$ cat config.mk
export PLATFORM = sky130hd
export DESIGN_NAME = vga_fill_ctrl
export DESIGN_NICKNAME = d
export VERILOG_FILES = /design/src/rtl/vga_fill_ctrl.sv
export SDC_FILE = /design/constraint.sdc
export NUM_CORES = 1
export LEC_CHECK = 0
export ABC_CLOCK_PERIOD_IN_PS = 2110
export BUFFER_PORTS_ARGS = -buffer_cell sky130_fd_sc_hd__buf_2
export CORE_UTILIZATION = 44
export CTS_BUF_LIST = sky130_fd_sc_hd__clkbuf_4 sky130_fd_sc_hd__clkbuf_8 sky130_fd_sc_hd__clkbuf_16
export DETAILED_ROUTE_END_ITERATION = 8
export PLACE_DENSITY = 0.68
export SYNTH_ARGS = -nofsm -noshare
export SYNTH_HDL_FRONTEND = slang
export SYNTH_SLANG_ARGS = --single-unit
$ cat constraint.sdc
create_clock -name clk -period 2.11 [get_ports clk]
set_input_delay 0.211 -clock clk [delete_from_list [all_inputs] [get_ports clk]]
set_output_delay 0.211 -clock clk [all_outputs]
set_load 0.005 [all_outputs]
$ cat src/rtl/vga_fill_ctrl.sv
// vga_fill_ctrl: Avalon-MM programmable rectangle filler for a 160x120, 8-bit
// colour pixel plotter. Software programs two corners and a colour, starts the
// fill, and the block streams one packed pixel per accepted master write.
module vga_fill_ctrl (
  input  logic        clk,
  input  logic        reset_n,
  input  logic [3:0]  address,
  input  logic        read,
  output logic [31:0] readdata,
  input  logic        write,
  input  logic [31:0] writedata,
  output logic [3:0]  vga_address,
  output logic        vga_write,
  output logic [31:0] vga_writedata,
  input  logic        vga_waitrequest,
  output logic        irq
);

  typedef enum logic [1:0] {
    IDLE   = 2'd0,
    PLOT   = 2'd1,
    FINISH = 2'd2
  } state_t;

  // Pack one pixel into the plotter word layout
  function automatic logic [31:0] pack_pixel(input logic [7:0] x,
                                             input logic [6:0] y,
                                             input logic [7:0] c);
    return {1'b0, y, x, 8'h00, c};
  endfunction

  state_t      state_r;
  logic        busy_r;
  logic        done_r;
  logic [7:0]  p0_x_r;
  logic [6:0]  p0_y_r;
  logic [7:0]  p1_x_r;
  logic [6:0]  p1_y_r;
  logic [7:0]  colour_r;
  logic [7:0]  sh_x0_r;
  logic [7:0]  sh_x1c_r;
  logic [6:0]  sh_y1c_r;
  logic [7:0]  sh_colour_r;
  logic [7:0]  cur_x_r;
  logic [6:0]  cur_y_r;

  logic        ctrl_wr_s;
  logic        start_s;
  logic        clear_s;
  logic [7:0]  x1c_s;
  logic [6:0]  y1c_s;
  logic        empty_s;
  logic        row_end_s;
  logic        last_s;
  logic [7:0]  next_x_s;
  logic [6:0]  next_y_s;
  logic        unused_s;

  // Only bits that carry a field are decoded; the rest are reserved.
  assign unused_s    = ^{writedata[31], writedata[15:8]};
  assign vga_address = 4'd0;
  assign irq         = done_r;

  // Command decode, start-time clamping and raster-advance arithmetic
  always_comb begin
    ctrl_wr_s = write && (address == 4'd0);
    start_s   = ctrl_wr_s && writedata[0] && (state_r == IDLE);
    clear_s   = ctrl_wr_s && (writedata[1] || start_s);
    x1c_s     = (p1_x_r > 8'd159) ? 8'd159 : p1_x_r;
    y1c_s     = (p1_y_r > 7'd119) ? 7'd119 : p1_y_r;
    empty_s   = (p0_x_r > x1c_s) || (p0_y_r > y1c_s);
    row_end_s = (cur_x_r == sh_x1c_r);
    last_s    = row_end_s && (cur_y_r == sh_y1c_r);
    if (row_end_s) begin
      next_x_s = sh_x0_r;
      next_y_s = cur_y_r + 7'd1;
    end else begin
      next_x_s = cur_x_r + 8'd1;
      next_y_s = cur_y_r;
    end
  end

  // Zero-latency register readback; unmapped addresses read as zero
  always_comb begin
    readdata = 32'd0;
    if (read) begin
      case (address)
        4'd0:    readdata = {30'd0, done_r, busy_r};
        4'd1:    readdata = {1'b0, p0_y_r, p0_x_r, 16'd0};
        4'd2:    readdata = {1'b0, p1_y_r, p1_x_r, 16'd0};
        4'd3:    readdata = {24'd0, colour_r};
        default: readdata = 32'd0;
      endcase
    end else begin
      readdata = 32'd0;
    end
  end

  // Software-visible corner and colour registers, writable at any time
  always_ff @(posedge clk) begin
    if (!reset_n) begin
      p0_x_r   <= 8'd0;
      p0_y_r   <= 7'd0;
      p1_x_r   <= 8'd0;
      p1_y_r   <= 7'd0;
      colour_r <= 8'd0;
    end else if (write) begin
      case (address)
        4'd1: begin
          p0_x_r <= writedata[23:16];
          p0_y_r <= writedata[30:24];
        end
        4'd2: begin
          p1_x_r <= writedata[23:16];
          p1_y_r <= writedata[30:24];
        end
        4'd3:    colour_r <= writedata[7:0];
        default: ;
      endcase
    end
  end

  // Sticky completion flag; completion beats a same-cycle clear
  always_ff @(posedge clk) begin
    if (!reset_n) begin
      done_r <= 1'b0;
    end else if (state_r == FINISH) begin
      done_r <= 1'b1;
    end else if (clear_s) begin
      done_r <= 1'b0;
    end
  end

  // Fill sequencer: snapshots the job at start and streams pixels in raster order
  always_ff @(posedge clk) begin
    if (!reset_n) begin
      state_r       <= IDLE;
      busy_r        <= 1'b0;
      vga_write     <= 1'b0;
      vga_writedata <= 32'd0;
      sh_x0_r       <= 8'd0;
      sh_x1c_r      <= 8'd0;
      sh_y1c_r      <= 7'd0;
      sh_colour_r   <= 8'd0;
      cur_x_r       <= 8'd0;
      cur_y_r       <= 7'd0;
    end else begin
      case (state_r)
        IDLE: begin
          vga_write <= 1'b0;
          if (start_s) begin
            sh_x0_r     <= p0_x_r;
            sh_x1c_r    <= x1c_s;
            sh_y1c_r    <= y1c_s;
            sh_colour_r <= colour_r;
            cur_x_r     <= p0_x_r;
            cur_y_r     <= p0_y_r;
            busy_r      <= 1'b1;
            if (empty_s) begin
              state_r <= FINISH;
            end else begin
              state_r       <= PLOT;
              vga_write     <= 1'b1;
              vga_writedata <= pack_pixel(p0_x_r, p0_y_r, colour_r);
            end
          end
        end
        PLOT: begin
          // Outputs are held untouched while the plotter stalls.
          if (!vga_waitrequest) begin
            if (last_s) begin
              state_r   <= FINISH;
              vga_write <= 1'b0;
            end else begin
              cur_x_r       <= next_x_s;
              cur_y_r       <= next_y_s;
              vga_writedata <= pack_pixel(next_x_s, next_y_s, sh_colour_r);
            end
          end
        end
        FINISH: begin
          state_r   <= IDLE;
          busy_r    <= 1'b0;
          vga_write <= 1'b0;
        end
        default: begin
          state_r   <= IDLE;
          busy_r    <= 1'b0;
          vga_write <= 1'b0;
        end
      endcase
    end
  end

endmodule
Yosys cells after proc, flatten, opt, wreduce, memory -nomap -nowiden
Index checks and enable logic that the tools add are counted.

storage, ports and cells
  input bits = 41
  flip-flop bits (word level) = 121
  output and inout bits = 70

cells by class
  reductions and logical operators = 20
  $add $sub $neg = 2
  multiplexer cells = 33
  eq/ne operators = 12
  bitwise gates (word level) = 1
  $lt $le $gt $ge = 4

operators by type and width
  cell                                                   count
  two-way mux 32 bit                                     5
  one-hot mux 31 bit (4 select lines)                    1
  one-hot mux 32 bit (2 select lines)                    1
  two-way mux 8 bit                                      5
  two-way mux 7 bit                                      5
  one-hot mux 8 bit (2 select lines)                     1
  one-hot mux 7 bit (2 select lines)                     1
  AND reduction 2 bit                                    6
  != test 2 bit (second input constant)                  5
  adder 8 x 1 -> 8 bit (second input constant)           1
  equality test 4 x 2 -> 1 bit (second input constant)   2
  equality test 8 bit                                    1
  greater-than comparator 8 bit                          1
  greater-than comparator 8 bit (second input constant)  1
  two-way mux 2 bit                                      4
  adder 7 x 1 -> 7 bit (second input constant)           1
  equality test 7 bit                                    1
  greater-than comparator 7 bit                          1
  greater-than comparator 7 bit (second input constant)  1
  two-way mux 1 bit                                      7
  logical AND 1 bit                                      5
  AND reduction 5 bit                                    1
  equality test 4 x 1 -> 1 bit (second input constant)   1
  zero test 4 bit                                        1
  10 further kinds                                       13

Depth between registers and ports, before layout
Gate-level depths: netlist of the first run.

  depth in word-level cells = 8
  depth in mapped cells = 11
  mapped depth without buffers = 10

Least setup slack after synthesis of the first run
OpenSTA, ideal clock, no wires.

  path type = register to register
  from = reg p1_x_r[7]
  to = reg vga_writedata[22]
  cell stages (with the launch flop) = 12
  slack = -0.171 ns
  clock period less this slack = 2.281 ns
  path buffers = 1
  data arrival time = 2.162 ns
  data required time = 1.991 ns
  library setup time = 0.119 ns
  cell sequence = dfxtp_1 -> inv_1 -> nor2_1 -> nor2_1 -> ha_1 -> nor2b_1 -> o211ai_1 -> a21oi_1 -> o21ai_0 -> clkbuf_1 -> nand2_1 -> o221a_1

between the ends
  cells in the longest elaborated chain, start to end = 6

RTL lines
  element                                 line  text
  from (decl)                             37    logic [7:0] p1_x_r;
  from (signal assigned)                  114   p1_x_r <= writedata[23:16];
  greater-than comparator 8 bit           69    x1c_s = (p1_x_r > 8'd159) ? 8'd159 : p1_x_r;
  two-way mux 8 bit *                     69
  greater-than comparator 8 bit *         71    empty_s = (p0_x_r > x1c_s) || (p0_y_r > y1c_s);
  logical OR 1 bit *                      71
  != test 2 bit (no source line) *        n/a
  AND reduction 5 bit (no source line) *  n/a
  to (signal assigned)                    164   vga_writedata <= pack_pixel(p0_x_r, p0_y_r, colour_r);
  to (signal assigned)                    177   vga_writedata <= pack_pixel(next_x_s, next_y_s, sh_colour_r);
  to (decl)                               14    output logic [31:0] vga_writedata,

Every way passes the cells marked *; elsewhere a longest branch is shown, timed or not.
A chain may end at the register's enable or synchronous reset.

Final worst setup path of the first run
  from = reg p1_y_r[4]
  to = reg vga_writedata[28]

between the ends
  cells in the longest elaborated chain, start to end = 6

RTL lines
  element                                 line  text
  from (decl)                             38    logic [6:0] p1_y_r;
  from (signal assigned)                  115   p1_y_r <= writedata[30:24];
  greater-than comparator 7 bit           70    y1c_s = (p1_y_r > 7'd119) ? 7'd119 : p1_y_r;
  two-way mux 7 bit *                     70
  greater-than comparator 7 bit *         71
  logical OR 1 bit *                      71
  != test 2 bit (no source line) *        n/a
  AND reduction 5 bit (no source line) *  n/a

Marks and branches as above.

==> run_results.csv, run 1 <==
group,metric,value,unit
status,outcome,"complete, but fails checks",
status,violations,"negative setup slack",
yosys,synth_cells,726,
timing,min_period,2.33,ns
cells_and_area,fill_cells,1104,
yosys,async_reset_ff_share,0,%
die,ios,111,
die,die_height,116,um
die,core_area,0.0126,mm^2
pwr,power_density,584,mW/mm^2
clock_tree,cts_buffer_depth,2,
yosys,ys_ff_latch,112,
worst_hold_path,hold_path_class,"input port to flop",
die,row_count,41,
clock_tree,clk_pin_slew,0.07,ns
timing,drv_slew,0,
yosys,yosys.area.top_type,"dfxtp_1",
clock_tree,clkLatencyLatePin,0.35,ns
cells_and_area,layout-drive-gt1-share,29.7,%
cells_and_area,syn_to_final_growth,33.6,%
timing,slew_headroom,48.5,%
global_route,grt-ovfl-total,0,
yosys,ys_dominant_reg_cell,"dfxtp_1",
routing,post_drt_wl_per_cell,15.8,um
worst_setup_path,critPathCaptureType,"flop",
cells_and_area,layout.nets,935,
pwr,fin_total_pwr,4.45,mW
worst_setup_path,timing.critical_path.cells,"inv_2 > o31ai_4 > ha_1 > nand2_1 > a2111o_1 > a211o_1 > nand3_2 > nand3_4 > buf_6 > buf_8 > mux2i_1",
timing,rsz0062_at_grt,"true",
yosys,ys_seq_area_share,39.3,%
routing,totalWireLength,16600,um
timing,holdWs,0.0878,ns
global_route,grt_max_degree,78,
yosys,syn-cell-area,0.00571,mm^2
worst_setup_path,cp.required,2.35,ns
worst_setup_path,crit_type,"flop to flop",
job,timing.max_cap.violations,0,
yosys,ys_warn_count,0,
cells_and_area,antennaDiodeCount,0,
worst_setup_path,critPathLaunchType,"flop",
cells_and_area,fin_cells,1055,
global_route,grt_pass1_vias,5240,
worst_setup_path,critPathSlowestCell,"a2111o_1",
timing,post-route-period-util,111,%
cells_and_area,layout.area.seq,0.00226,mm^2
clock_tree,cts_hold_buf,0,
yosys,synthTopCellsByArea,"dfxtp_1, nand2_1, a21oi_1, nor2_1, mux2i_1",
worst_setup_path,cpPeakStageDelay,0.37,ns
global_route,grt_usage,25.1,%
timing,skew,0.00458,ns
pwr,p_leak,3.04,nW
routing,vias_per_cell,5.43,
place,port_buffers,79,
yosys,synth_edf_count,0,
pwr,vdd_ir_drop_max,515,uV
timing,setup_viol,24,
clock_tree,cts_max_level,3,
timing,finalHoldViolations,0,
global_route,grt_pass1_wl,26200,um
cells_and_area,multiInputGateArea,0.00339,mm^2
place,gp_congestion,0.882,
yosys,synth_top_cell_area_share,39.3,%
timing,setup_slack,-0.225,ns
die,dieArea,0.0134,mm^2
timing,worstMarginPinSlew,0.763,ns
routing,ant_nets,0,
worst_setup_path,cp_data_arrival_time,2.57,ns
place,dp.cells,1023,
worst_setup_path,cp_max_fo,5,
routing,first_pass_iters,5,
die,start_util,45.2,%
routing,post-route-drc-count,0,
clock_tree,cts-root-buf,"clkbuf_16",
routing,vias,5728,
yosys,avgSynthCellArea,7.86,um^2
routing,drtIter0Drc,341,
yosys,synth_cell_types,58,
clock_tree,cts_made_buffers,9,
clock_tree,cts_tree,"built",
timing,fmax,428,MHz
place,dp_hpwl,11800,um
global_route,antenna_found_initial,0,
die,die_w,116,um
clock_tree,cts_num_sinks,112,
## metal layers
metal,GRT usage (%),vias to the layer above,routed length (um)
li1,-,2781,-
met1,34.6,2696,7520
met2,38.6,227,7670
met3,6.22,24,1170
met4,7.69,0,284
met5,0,-,0
## cell type report
class / count / area share, %
Clock buffer: 10 / 3.14
Clock inverter: 6 / 1.21
Inverter: 13 / 0.640
Multi-Input combinational cell: 553 / 44.5
Sequential cell: 112 / 29.6
Tap cell: 172 / 2.82
Timing Repair Buffer: 189 / 18.1
## registers in the layout (all words and copies together) (netlist names)
register / flops
cur_y_r: 7
state_r: 2
vga_writedata: 23
busy_r: 1
p0_y_r: 7
sh_x1c_r: 8
cur_x_r: 8
sh_y1c_r: 7
sh_colour_r: 8
p1_y_r: 7
sh_x0_r: 8
irq: 1
p0_x_r: 8
colour_r: 8
p1_x_r: 8
vga_write: 1
## cells in the mapped netlist, drive strengths merged (2+ instances only)
cell / instances
a31oi: 9
and4: 3
mux2: 2
nor3: 7
ha: 16
nor4: 4
nand4: 11
a41oi: 2
nand2: 173
inv: 12
o22ai: 2
and2: 9
mux2i: 21
o211ai: 8
a211oi: 7
clkbuf: 38
and3: 6
o41ai: 3
buf: 31
nor4b: 2
a21oi: 79
xor2: 5
a311oi: 8
o221a: 2
nand3: 16
xnor2: 21
dfxtp: 112
nand2b: 5
o311ai: 5
o21a: 2
nor2: 63
o211a: 2
o31ai: 6
nor2b: 3
o21ai: 4
or2: 2
a22oi: 15
## worst max-delay path: cells and delay by family, from the launching register on
kind	cells	cell delay, ns
buffers and inverters	3	0.33
AO/OA/AOI/OAI	3	0.95
adder cells (fa/ha/maj)	1	0.15
multiplexers	1	0.11
flip-flops	1	0.35
AND/OR/NAND/NOR	3	0.33
## metrics by stage
step / TNS, ns / util, % / cell area [um^2] / worst slack [ns]
2_1_floorplan: -0.0226 / - / 5800 / -0.0226
4_1_cts: -2.46 / 59.2 / 7470 / -0.154
3_3_place_gp: -3.16 / 54.5 / 6870 / -0.159
6_report: -4.14 / 60.4 / 7620 / -0.225
3_5_place_dp: -5.98 / 54.5 / 6870 / -0.336
5_1_grt: -6.86 / 60.4 / 7620 / -0.332
## cells in the final DEF, fill, tap and decap left out, drive strengths merged, types with 5 or more instances in the layout
master	instances
buf	189
a21oi	79
and3	6
inv	13
ha	16
nand4	11
conb	22
clkbuf	10
and2	9
a311oi	8
a211oi	7
dfxtp	112
mux2i	21
nand2	173
nand2b	5
nor2	63
xor2	5
o31ai	6
xnor2	21
a31oi	9
nand3	16
o311ai	5
o211ai	8
nor3	7
a22oi	15
## power breakdown
| group | switching, mW | internal (mW) |
|---|---|---|
| registers | 0.0143 | 2.13 |
| clock network | 0.800 | 1.08 |
| logic | 0.252 | 0.182 |
| total | 1.07 | 3.39 |
## path summary, 6_finish.rpt
path / start / endpoint / slack, ns / cells past startpoint
worst max-delay path: p1_y_r[4]$_SDFFE_PN0P_ / vga_writedata[28]$_SDFFE_PN0P_ / -0.22 / 11
worst min-delay path: writedata[2] / colour_r[2]$_SDFFE_PN0P_ / 0.09 / 3
worst max register to register: p1_y_r[4]$_SDFFE_PN0P_ / vga_writedata[28]$_SDFFE_PN0P_ / -0.22 / 11
worst min register to register: vga_writedata[20]$_SDFFE_PN0P_ / vga_writedata[20]$_SDFFE_PN0P_ / 0.46 / 2
## cell families (layout without fill, tap and decap cells)
kind of cell,Yosys count,after routing,synth area share (%)
mux,23,23,4.08
simple gates,305,305,23.7
fa+ha+maj,16,16,3.51
other cells,1,22,0.0657
xor+xnor,26,26,3.99
buf+inv,82,218,7.08
compound gates,161,161,18.3
flops,112,112,39.3
## repair_timing
| action | 4_1_cts | 5_1_grt |
|---|---|---|
| setup buffers | 13 | 2 |
| gates cloned | 1 | 0 |
| resized for setup | 34 | 24 |
| endpoints found under the hold margin | 0 | 0 |
| pin swaps | 6 | 7 |
| setup endpoints to repair | 25 | 41 |
(Power assumes the default switching activity.)
==> run 2: changes to the inputs <==
- CELL_PAD_IN_SITES_DETAIL_PLACEMENT: unset -> 1
- CELL_PAD_IN_SITES_GLOBAL_PLACEMENT: unset -> 1
- CORE_UTILIZATION: 44 -> 37
- PLACE_DENSITY: 0.68 -> unset
- PLACE_DENSITY_LB_ADDON: unset -> 0.1
- RECOVER_POWER: unset -> 50
==> run_results.csv, run 2 (same netlist as run 1, synthesis figures left out) <==
group,metric,value,unit
status,outcome,"complete, but fails checks",
status,violations,"negative setup slack",
worst_setup_path,r2r_end,"vga_writedata[2]$_SDFFE_PN0P_",
timing,post-route-period-util,111,%
worst_hold_path,hold_path_class,"input port to flop",
worst_setup_path,cp.required,2.35,ns
routing,first_pass_iters,4,
worst_setup_path,worstReg2RegStart,"p1_y_r[6]$_SDFFE_PN0P_",
routing,drtIter0Drc,285,
die,row_count,45,
cells_and_area,layout.nets,937,
global_route,grt-ovfl-total,0,
cells_and_area,stdcell_area,0.00760,mm^2
worst_setup_path,ff2ff_path_depth,10,
pwr,clkPwrFrac,46.2,%
clock_tree,clk_pin_slew,0.07,ns
timing,fmax,429,MHz
pwr,power_density,634,mW/mm^2
cells_and_area,fin_cells,1073,
die,dieArea,0.0159,mm^2
pwr,seq_power_share,44.4,%
routing,ant_nets,0,
pwr,pwr-share-comb,9.3,%
worst_setup_path,timing.critical_path.cells,"buf_4 > and4_4 > or2_4 > ha_4 > nand2_1 > a211o_1 > and3_4 > nor3_4 > buf_6 > a311oi_2",
worst_setup_path,critPathSlowestCell,"a211o_1",
routing,totalWireLength,19200,um
global_route,grt_pass1_wl,30900,um
clock_tree,cts-root-buf,"clkbuf_16",
cells_and_area,fill_cells,1844,
place,dp.cells,1048,
worst_hold_path,holdPathEnd,"p1_x_r[4]$_SDFFE_PN0P_",
worst_setup_path,cp_data_arrival_time,2.57,ns
routing,vias_per_cell,5.30,
timing,finalHoldViolations,0,
worst_setup_path,r2r_slack,-0.22,ns
pwr,fin_total_pwr,4.82,mW
die,start_util,37.7,%
timing,drv_slew,0,
clock_tree,cts_buffer_depth,2,
pwr,switching_share,22.7,%
worst_setup_path,critPathCaptureType,"flop",
global_route,grt_usage,24.7,%
die,die_height,126,um
routing,post-route-drc-count,0,
pwr,p_leak,3.03,nW
cells_and_area,syn_to_final_growth,33.2,%
cells_and_area,final_cell_mix,"nand2_1, dfxtp_1, buf_4",
worst_setup_path,cpPeakStageDelay,0.34,ns
die,ios,111,
cells_and_area,mostFrequentLayoutCell,"nand2_1",
timing,skew,0.00920,ns
worst_setup_path,critPathLaunchType,"flop",
pwr,vdd_ir_drop_max,413,uV
clock_tree,cts_num_sinks,112,
timing,setup_viol,24,
cells_and_area,largest_register_ffs,23,
timing,worstMarginPinSlew,0.764,ns
clock_tree,cts_max_level,3,
job,timing.max_cap.violations,0,
cells_and_area,regMostFlops,"vga_writedata",
worst_setup_path,cp_top_family,"simple AND/OR/NAND/NOR gates",
global_route,grt_max_degree,36,
timing,rsz0062_at_grt,"true",
die,core_area,0.0151,mm^2
clock_tree,cts_hold_buf,0,
timing,min_period,2.33,ns
die,die_w,126,um
clock_tree,clkLatencyLatePin,0.36,ns
clock_tree,cts_tree,"built",
cells_and_area,layout-drive-gt1-share,28.9,%
worst_hold_path,hold_depth,3,
place,gp_congestion,0.856,
worst_setup_path,cp_max_fo,8,
routing,post_drt_wl_per_cell,17.9,um
place,dp_hpwl,14000,um
global_route,grt_pass1_vias,5838,
clock_tree,cts_made_buffers,9,
timing,setup_slack,-0.223,ns
place,port_buffers,79,
worst_setup_path,cp.buffers_inverters,2,
worst_setup_path,crit_type,"flop to flop",
routing,vias,5684,
pwr,p_int,3.73,mW
pwr,p_switching,1.10,mW
timing,slew_headroom,49.1,%
global_route,antenna_found_initial,0,
place,place_area,0.00691,mm^2
worst_hold_path,hp-start,"writedata[20]",
cells_and_area,antennaDiodeCount,0,
## run 2: cell count changes in the layout (fill, tap and decap cells not counted), moves of 3 or more
cell	delta
clkbuf_1	+10
buf_2	-7
buf_12	-6
dfxtp_1	+4
a311oi_1	-3
a311oi_2	+3
bufinv_16	+3
clkbuf_2	+3
dfxtp_2	-3
## run 2: worst max path at each step
stage / from / to / depth (start not counted)
2_1_floorplan: p1_x_r[7]$_SDFFE_PN0P_ / vga_writedata[22]$_SDFFE_PN0P_ / 11
3_3_place_gp: p1_x_r[5]$_SDFFE_PN0P_ / vga_writedata[30]$_SDFFE_PN0P_ / 12
3_5_place_dp: p1_x_r[5]$_SDFFE_PN0P_ / vga_writedata[1]$_SDFFE_PN0P_ / 12
4_1_cts: p1_y_r[6]$_SDFFE_PN0P_ / vga_writedata[1]$_SDFFE_PN0P_ / 10
5_1_grt: p1_y_r[6]$_SDFFE_PN0P_ / vga_writedata[2]$_SDFFE_PN0P_ / 10
6_report: p1_y_r[6]$_SDFFE_PN0P_ / vga_writedata[2]$_SDFFE_PN0P_ / 10
## run 2: worst min-delay path, cell delays in order
cell     delay (ns)
buf_2          0.11
nand2_1        0.05
a21oi_1        0.05
## run 2: layout make-up
cell class                      instances  area [um^2]  area share, %
Multi-Input combinational cell        553         3410           44.9
Clock inverter                          6          155           2.04
Inverter                               13         48.8          0.642
Clock buffer                           10          233           3.06
Sequential cell                       112         2250           29.6
Tap cell                              188          235           3.10
Timing Repair Buffer                  191         1270           16.7
## run 2: through the flow
stage | setup TNS, ns | hold slack, ns | utilization [%] | setup WS (ns)
6_report | -4.45 | 0.0900 | 50.2 | -0.223
5_1_grt | -6.95 | 0.0938 | 50.2 | -0.328
4_1_cts | -3.91 | 0.0785 | 49.2 | -0.199
3_5_place_dp | -6.76 | 0.451 | 45.6 | -0.329
3_3_place_gp | -4.50 | 0.439 | 45.6 | -0.224
2_1_floorplan | -0.0226 | 0.339 | - | -0.0226
## run 2: power groups by stage
stage,Clock [mW],Combinational (mW),Sequential (mW)
after floorplan,0,0.226,2.19
after global placement,0,0.364,2.19
after detailed placement,0,0.376,2.19
after CTS,2.27,0.410,2.14
after global routing,2.35,0.490,2.14
final,2.23,0.451,2.14
## run 2: metal layers
layer	track usage [%]	up-vias	share of wire (%)
met5	0	-	0
met4	8.22	0	1.4
met3	3.61	16	3.8
met2	40.1	126	47
met1	33.5	2764	47
li1	-	2778	-
## run 2: timing repair
action | in CTS | in global routing
gates resized for setup | 32 | 29
cloned | 1 | 0
pin swaps | 11 | 20
setup buffers | 4 | 4
endpoints found under the setup margin | 26 | 30
==> run 3: changes to the inputs <==
- REMOVE_ABC_BUFFERS: unset -> 1
==> run_results.csv, run 3 (same netlist as run 1, synthesis figures left out) <==
group,metric,value,unit
status,outcome,"complete, but fails checks",
status,violations,"negative setup slack",
cells_and_area,final_cell_mix,"nand2_1, dfxtp_1, buf_4",
cells_and_area,layout.nets,928,
timing,setup_viol,41,
cells_and_area,fin_cells,1063,
worst_setup_path,cp.required,2.34,ns
place,dp_slack,-0.426,ns
routing,totalWireLength,19700,um
place,dp.cells,1037,
global_route,antenna_found_initial,0,
cells_and_area,layout-drive-gt1-share,26.2,%
cells_and_area,fin_util,48.9,%
die,start_util,37.7,%
routing,first_pass_iters,5,
place,dp_hpwl,14100,um
routing,ant_nets,0,
die,die_w,126,um
clock_tree,clkLatencyLatePin,0.36,ns
clock_tree,cts_tree,"built",
clock_tree,cts_made_buffers,9,
pwr,p_leak,2.89,nW
timing,holdWs,0.0866,ns
worst_setup_path,cp_max_fo,8,
timing,finalHoldViolations,0,
timing,min_period,2.40,ns
timing,skew,0.0107,ns
worst_setup_path,cp_data_arrival_time,2.63,ns
cells_and_area,antennaDiodeCount,0,
timing,setup_slack,-0.292,ns
worst_setup_path,critPathCaptureType,"flop",
worst_hold_path,hold_path_class,"input port to flop",
timing,tns,-5.03,ns
cells_and_area,regMostFlops,"vga_writedata",
cells_and_area,syn_to_final_growth,29.8,%
global_route,grt_usage,25.2,%
pwr,power_density,589,mW/mm^2
clock_tree,cts-root-buf,"clkbuf_16",
die,die_height,126,um
worst_setup_path,critPathLaunchType,"flop",
global_route,grt-ovfl-total,0,
routing,post_drt_wl_per_cell,18.5,um
worst_setup_path,crit_type,"flop to flop",
die,dieArea,0.0159,mm^2
global_route,grt_pass1_wl,31600,um
cells_and_area,largest_register_ffs,23,
die,core_area,0.0151,mm^2
cells_and_area,stdcell_area,0.00741,mm^2
timing,slew_headroom,42.7,%
routing,post-route-drc-count,0,
die,row_count,45,
pwr,vdd_ir_drop_max,392,uV
cells_and_area,mostFrequentLayoutCell,"nand2_1",
job,timing.max_cap.violations,0,
place,gp_congestion,0.896,
place,port_buffers,79,
routing,vias,5778,
clock_tree,clk_pin_slew,0.08,ns
timing,rsz0062_at_grt,"true",
routing,vias_per_cell,5.44,
global_route,grt_max_degree,40,
clock_tree,cts_buffer_depth,2,
timing,drv_slew,0,
clock_tree,cts_max_level,3,
clock_tree,cts_num_sinks,112,
routing,drtIter0Drc,221,
die,ios,111,
timing,post-route-period-util,114,%
timing,fmax,416,MHz
place,place_area,0.00686,mm^2
global_route,grt_pass1_vias,5992,
timing,worstMarginPinSlew,0.860,ns
pwr,fin_total_pwr,4.36,mW
[run 3: cell count changes in the layout (fill, tap and decap cells not counted), moves of 3 or more]
cell / previous run / this run
buf_4: 96 / 85
clkbuf_1: 10 / 21
buf_2: 72 / 62
bufinv_16: 5 / 1
ha_1: 13 / 10
ha_4: 3 / 6
[run 3: worst max-delay path, cell delays in order, from the launching register on]
cell,delay [ns]
dfxtp_2,0.35
inv_2,0.06
o31ai_4,0.26
ha_1,0.16
nand2_1,0.05
a2111o_1,0.34
a211o_1,0.29
and3_4,0.22
nor3_4,0.26
buf_12,0.17
a311oi_2,0.10
[run 3: where the power goes]
part / switching [mW] / total [mW] / internal (mW)
sequential: 0.0145 / 2.14 / 2.13
combinational: 0.265 / 0.451 / 0.186
clock: 0.836 / 1.77 / 0.933
[run 3: cell type report]
cell class,count,area [um^2]
clock buffers,10,233
clock inverters,5,57.6
fillers,1868,7740
inverters,13,48.8
multi-input cells,553,3370
flip-flops and latches,112,2250
well taps,188,235
repair buffers,182,1210
[run 3: what timing repair did]
item                       in CTS  in global routing
buffers inserted                6                  4
cloned                          1                  0
pin swaps                      12                 12
setup endpoints to repair      29                 39
hold buffers                    0                  0
resized for setup              36                 28
[run 3: routing by layer]
layer / vias up / GRT usage [%] / share of wire (%) / wire (um)
met4: 0 / 7.87 / 1.7 / 340
met1: 2874 / 33.8 / 47 / 9270
met2: 123 / 41.8 / 48 / 9380
met5: - / 0 / 0 / 0
met3: 22 / 3.65 / 3.5 / 686
li1: 2759 / - / - / -
[run 3: worst paths after layout]
path / from / end / slack, ns / depth (start not counted)
max reg2reg: p1_y_r[4]$_SDFFE_PN0P_ / vga_writedata[4]$_SDFFE_PN0P_ / -0.29 / 10
max: p1_y_r[4]$_SDFFE_PN0P_ / vga_writedata[4]$_SDFFE_PN0P_ / -0.29 / 10
min reg2reg: vga_writedata[21]$_SDFFE_PN0P_ / vga_writedata[21]$_SDFFE_PN0P_ / 0.46 / 2
min: writedata[22] / p1_x_r[6]$_SDFFE_PN0P_ / 0.09 / 3
